$ cat config.mk
export PLATFORM = sky130hd
export DESIGN_NAME = vga_plot_receiver
export DESIGN_NICKNAME = d
export VERILOG_FILES = /design/src/rtl/vga_plot_receiver.sv
export SDC_FILE = /design/constraint.sdc
export NUM_CORES = 1
export LEC_CHECK = 0
export BUFFER_PORTS_ARGS = -buffer_cell sky130_fd_sc_hd__buf_2
export CORE_ASPECT_RATIO = 1.5
export CORE_MARGIN = 4
export CORE_UTILIZATION = 55
export CTS_CLUSTER_SIZE = 8
export DETAILED_ROUTE_END_ITERATION = 8
export PLACE_DENSITY_LB_ADDON = 0.05
export SYNTH_ARGS = -nofsm -noshare
export SYNTH_HDL_FRONTEND = slang
export SYNTH_SLANG_ARGS = --single-unit
$ cat constraint.sdc
create_clock -name clk -period 4.1 [get_ports clk]
set_clock_uncertainty 0.05 [all_clocks]
set_input_delay 0.205 -clock clk [delete_from_list [all_inputs] [get_ports clk]]
set_output_delay 0.205 -clock clk [all_outputs]
set_load 0.03 [all_outputs]
$ cat src/rtl/vga_plot_receiver.sv
// Plot-interface receiver: range-checks plots, converts (x, y) to a linear framebuffer
// address, queues {addr, colour} in a FIFO and drains it into a stallable write port.
module vga_plot_receiver #(
  parameter int DEPTH = 8,
  parameter int H_RES = 320,
  parameter int V_RES = 240
) (
  input  logic        clk,
  input  logic        rst,
  input  logic [8:0]  vga_x,
  input  logic [7:0]  vga_y,
  input  logic [2:0]  vga_colour,
  input  logic        vga_plot,
  output logic        ready,
  output logic [16:0] fb_addr,
  output logic [2:0]  fb_data,
  output logic        fb_we,
  input  logic        fb_stall,
  output logic [7:0]  drop_count,
  output logic        overflow,
  output logic        idle
);

  localparam int AW = (DEPTH > 1) ? $clog2(DEPTH) : 1;
  localparam int CW = $clog2(DEPTH) + 1;
  localparam logic [CW-1:0] FULL  = CW'(DEPTH);
  localparam logic [9:0]    H_LIM = 10'(H_RES);
  localparam logic [8:0]    V_LIM = 9'(V_RES);

  logic [19:0]   r_mem [DEPTH];
  logic [AW-1:0] r_wr_ptr;
  logic [AW-1:0] r_rd_ptr;
  logic [CW-1:0] r_count;
  logic [7:0]    r_drop_count;
  logic          r_overflow;
  logic [16:0]   r_last_addr;
  logic [2:0]    r_last_data;

  logic [16:0] w_addr;
  logic        w_in_range;
  logic        w_ready;
  logic        w_empty;
  logic        w_push;
  logic        w_pop;
  logic [19:0] w_head;

  generate
    if (H_RES == 320) begin : g_addr_shift
      // 320 = 256 + 64, so the multiply collapses to two shifted adds.
      assign w_addr = ({9'b0, vga_y} << 8) + ({9'b0, vga_y} << 6) + {8'b0, vga_x};
    end else begin : g_addr_mult
      assign w_addr = 17'((32'(vga_y) * H_RES) + 32'(vga_x));
    end
  endgenerate

  assign w_in_range = ({1'b0, vga_x} < H_LIM) && ({1'b0, vga_y} < V_LIM);
  assign w_ready    = (r_count < FULL);
  assign w_empty    = (r_count == '0);
  assign w_push     = vga_plot && w_in_range && w_ready;
  assign w_pop      = !w_empty && !fb_stall;
  assign w_head     = r_mem[r_rd_ptr];

  // Storage has no reset: reads are only exposed while the entry is valid.
  always_ff @(posedge clk) begin
    if (!rst && w_push) begin
      r_mem[r_wr_ptr] <= {w_addr, vga_colour};
    end
  end

  always_ff @(posedge clk) begin
    if (rst) begin
      r_wr_ptr     <= '0;
      r_rd_ptr     <= '0;
      r_count      <= '0;
      r_drop_count <= '0;
      r_overflow   <= 1'b0;
      r_last_addr  <= '0;
      r_last_data  <= '0;
    end else begin
      if (w_push) begin
        r_wr_ptr <= r_wr_ptr + 1'b1;
      end
      if (w_pop) begin
        r_rd_ptr    <= r_rd_ptr + 1'b1;
        r_last_addr <= w_head[19:3];
        r_last_data <= w_head[2:0];
      end
      case ({w_push, w_pop})
        2'b10:   r_count <= r_count + 1'b1;
        2'b01:   r_count <= r_count - 1'b1;
        default: r_count <= r_count;
      endcase
      if (vga_plot && !w_in_range && (r_drop_count != 8'hFF)) begin
        r_drop_count <= r_drop_count + 1'b1;
      end
      if (vga_plot && w_in_range && !w_ready) begin
        r_overflow <= 1'b1;
      end
    end
  end

  // When empty, the port keeps showing the last written entry so it never glitches.
  assign fb_we      = !w_empty;
  assign fb_addr    = w_empty ? r_last_addr : w_head[19:3];
  assign fb_data    = w_empty ? r_last_data : w_head[2:0];
  assign ready      = w_ready;
  assign idle       = w_empty;
  assign drop_count = r_drop_count;
  assign overflow   = r_overflow;

endmodule
### After elaboration in Yosys (flattened, before gate mapping)

Memory sizes are Yosys's and may differ from the RTL's. A register that Yosys moved wholly into a read port is not among the register bits.
Cells that the tools add are included.

* $lt $le $gt $ge: 3
* reduce and logical (&&, ||, !) cells: 15
* equal/unequal tests: 3
* muxes and demuxes: 7
* add/subtract/negate cells: 7

Operator list (count)
* $add A16 B14 Y17: 1
* $add A17 B9 Y17: 1
* $mux W17: 1
* $lt A9 B9 Y1 const B: 1
* $mux W3: 3
* $add A8 B1 Y8 const B: 1
* $logic_and A1 B1 Y1: 8
* $lt A8 B8 Y1 const B: 1
* $ne A8 B8 Y1 const B: 1
* $pmux W4 S2: 1
* $add A3 B1 Y3 const B: 2
* $logic_not A1 Y1: 5
* $add A4 B1 Y4 const B: 1
* $logic_not A4 Y1: 1
* $lt A4 B4 Y1 const B: 1
* $sub A4 B1 Y4 const B: 1
* $eq A2 B1 Y1 const B: 1
* $eq A2 B2 Y1 const B: 1
* $mux W1: 2
* $reduce_bool A2 Y1: 1

* register bits: 39
* memory bits (writable): 160
* output and inout port bits: 32
* bits of input ports: 24
* logic and storage cells: 43
* memories kept: 1

Memory list
* r_mem: words 8, bits a word 20, rd ports 1, clocked after Yosys merged registers in 1, wr ports 1, RTL line 30 `logic [19:0] r_mem [DEPTH];`

### Logic depth before layout (Yosys ltp)

* depth after elaboration: 7
* depth in mapped cells: 12
* gate-level depth less buffers: 11

### Least setup slack after synthesis

No wires, ideal clock.

* path type: reg-to-reg
* start: register r_count[3]
* end: memory r_mem[4][0] (enable)
* data required time: 3.602 ns
* setup time: 0.448 ns
* period minus slack after synthesis: 3.662 ns
* setup slack: 0.438 ns
* cell stages (with the launch flop): 5
* buffers on the path: 0
* arrival time: 3.164 ns
* cell sequence: dfxtp_1 -> inv_1 -> nand4_2 -> or2_2 -> nor4_1

* cells in the longest elaborated chain, start to end: 5

Ends and longest elaborated chain
* start, declared: RTL line 33 `logic [CW-1:0] r_count;`
* start signal, assigned: RTL line 89 `2'b10: r_count <= r_count + 1'b1;`
* start signal, assigned: RTL line 90 `2'b01: r_count <= r_count - 1'b1;`
* start signal, assigned: RTL line 91 `default: r_count <= r_count;`
* $lt A4 B4 Y1: RTL line 57 `assign w_ready = (r_count < FULL);`
* net ready: RTL line 14 `output logic ready,`
* $logic_and A1 B1 Y1: RTL line 59 `assign w_push = vga_plot && w_in_range && w_ready;`
* $logic_and A1 B1 Y1: RTL line 65 `if (!rst && w_push) begin`
* $mux W1: RTL line 65
* $mux W1 (not written as such): RTL line 66 `r_mem[r_wr_ptr] <= {w_addr, vga_colour};`
* end, declared: RTL line 30

The timed path passes the listed nets, and every way through them passes these cells.

==> results.ini <==
[synthesis]
synthAdderAreaFrac_pct=3.63
ys_ff_latch=202
yosysUniqueCellTypes=49
synth_top_family_by_area=multiplexers
synth_nets=568
synth_area_leaders=edfxtp_1 58%, mux4_2 11%, dfxtp_1 10%
synthFlopType=edfxtp_1
synthSimpleGateAreaFrac_pct=5.86
netlist_instances=521
yosysTopAreaCell=edfxtp_1
ys_warn_count=0
synth_edf_count=160
synth_compound_area_share_pct=5.68
synth_mux_area_share_pct=13.8
ys_async_sr_fraction_pct=0
syn_area_per_cell_sq_um=16.0
yosysTopAreaCellShare_pct=57.5
synth_area_sq_mm=0.00835
ys_seq_area_share_pct=67.6
synthXorXnorAreaFrac_pct=1.36

[final_layout]
area_growth_pct=17.7
drive_gt1_share_pct=24.7
final_area_sq_mm=0.00983
nets=652
nFillCells=1088
antenna-diode-count=0

[floorplanning]
pin_count=56
die_x_um=109
row_count=54
dieArea_sq_mm=0.0173
start_util_pct=56.7
coreArea_sq_mm=0.0147
die_h_um=159

[critical_path]
regToRegSetupSlack_ps=1250
regToRegStartpoint=r_count[1]
critPathLaunchType=flop
ff2ff_path_depth=11
cp.arrival_ps=2830
critPathKind=flop to primary output
worst_setup_path_end_kind=primary output
r2r_end=r_count[2]
critPathMaxFanout=21
critPathRequiredTime_ps=3850

[power_and_ir_drop]
powerDensity_mw_per_mm2=655
power.leakage_nw=3.37
power_mw=6.44
peakVddDrop_mv=0.549

[routing]
drt_iter0_drc=352
post_drt_wl_per_cell_um=20.6
drt-total-wl_mm=17.0
route.detailed.drc=0
viasPerCell=5.76
dr.pass1.iters=7
vias=4749
ant_nets=0

[cts]
htree_num_levels=1
ctsLongestPathBuffers=3
clk_latency_ps=520
cts.sinks=202
cts_buffers=29
cts_setup_buffers=0
cts_tree=yes
path_clk_slew_ps=50
root_buffer=clkbuf_16
cts_repair_resize_count=0

[sta]
setup_tns_ps=0
finalCritPeriodShare_pct=75.3
rsz0062_at_grt=no
slew-limit-headroom_pct=15.0
finalSetupViolCount=0
final-max-slew-violation-count=0
max_freq_mhz=324
tightest_slew_ps=1270
period_minus_slack_ps=3090
final_hold_viol_count=0

[grt]
track_usage_pct=20.3
grt_pass1_wl_mm=26.8
overflow=0
grt_max_degree=46
antenna_found_initial=0
grt_pass1_vias=4882

[hold_path]
holdCritStartpoint=fb_stall
hold_path_class=primary input to flop
min_path_cells=4

[outcome]
outcome=finished, final reports clean

[flow_run]
maxCapViolations=0

[place]
placed_area_sq_mm=0.00890
hpwl_mm=10.3
gp_congestion=0.803
io_buffers=55

[critical path: stages (launching register included)]
cell	delay (ps)
dfxtp_2	840
buf_12	300
mux4_2	540
mux2i_1	270
a21oi_1	140
buf_2	210
[sequential cells by signal, indices dropped and copies added, names as in the netlist, named ones only]
signal and cells:
r_last_addr 17, r_rd_ptr 3, drop_count 8, r_last_data 3, r_wr_ptr 3, r_count 4, overflow 1, r_mem 160
[layout make-up]
cell class	count	area, sq um	share of cell area (%)
clock inverter	2	17.5	0.178
multi-input combinational	280	2570	26.1
inverter	14	52.6	0.535
timing repair buffer	78	485	4.94
sequential	202	5650	57.5
tap	196	245	2.50
clock buffer	52	812	8.26
[per-stage QoR]
stage / hold WS [ps] / setup slack, ps / util [%] / instances
after floorplan: 254 / 438 / - / 521
after global placement: 407 / 1380 / 60.4 / 760
after detailed placement: 409 / 1250 / 60.4 / 760
after CTS: 9.83 / 920 / 66.7 / 824
after global routing: 58.1 / 737 / 66.7 / 824
final: 30.9 / 1010 / 66.7 / 824
[what timing repair did]
| action | 4_1_cts | 5_1_grt |
|---|---|---|
| endpoints found under the setup margin | 0 | 0 |
| endpoints found under the hold margin | 73 | 0 |
| hold buffers | 10 | 0 |
[cells by family (layout without fill, tap and decap cells)]
family | count (synthesis) | count (layout)
flip-flops | 202 | 202
AND/OR/NAND/NOR | 103 | 103
AO/OA/AOI/OAI | 76 | 76
multiplexers | 65 | 65
buffers and inverters | 39 | 146
adder cells (fa/ha/maj) | 23 | 23
XOR/XNOR | 13 | 13
[report_power, final]
group,internal [mW],total (mW),switching (mW)
logic,0.600,1.81,1.21
clock network,1.32,2.12,0.796
registers,2.41,2.51,0.103
[synthesized netlist by cell type, drive strengths merged (2+ instances only)]
| cell | count |
|---|---|
| edfxtp | 160 |
| nor2 | 63 |
| dfxtp | 42 |
| mux4 | 40 |
| a21oi | 34 |
| mux2i | 24 |
| ha | 21 |
| a211oi | 20 |
| clkbuf | 16 |
| inv | 14 |
| buf | 9 |
| nand2 | 8 |
| o21ai | 8 |
| nand3 | 7 |
| xor2 | 7 |
| xnor2 | 6 |
| or3 | 5 |
| nor3 | 4 |
| nand4 | 3 |
| o31ai | 3 |
| or4 | 3 |
| and3 | 2 |
| fa | 2 |
| o41ai | 2 |
[cell usage in the layout (no fill, tap or decap), types with 7 or more instances in the layout]
master	netlist	final
mux4_2	40	40
nand2_1	8	8
mux2i_1	24	24
inv_1	14	14
buf_2	2	55
ha_1	21	21
nor2_1	62	59
xor2_1	7	7
dlygate4sd3_1	0	10
dfxtp_1	42	41
nand3_1	7	7
clkbuf_16	0	29
buf_4	4	12
edfxtp_1	160	160
a21oi_1	34	34
o21ai_0	8	8
clkbuf_1	16	23
a211oi_1	20	20
[metal layers]
| layer | part of all wire (%) | global-route usage, % |
|---|---|---|
| met3 | 4.4 | 2.84 |
| met2 | 54 | 36.1 |
| met5 | 0 | 0 |
| met4 | 1.6 | 4.94 |
| met1 | 40 | 26.1 |
[worst max-delay path by stage]
stage	from	to	cells after the start	slack, ps
after floorplan	r_count[3]	r_mem[4][0]	4	440
after global placement	r_count[1]	r_count[3]	11	1380
after detailed placement	r_count[1]	r_count[2]	11	1250
after CTS	flop	fb_addr[6]	5	920
after global routing	flop	fb_addr[7]	5	740
final	flop	fb_addr[6]	5	1010
Note: power is estimated with default switching activity, not from simulation.
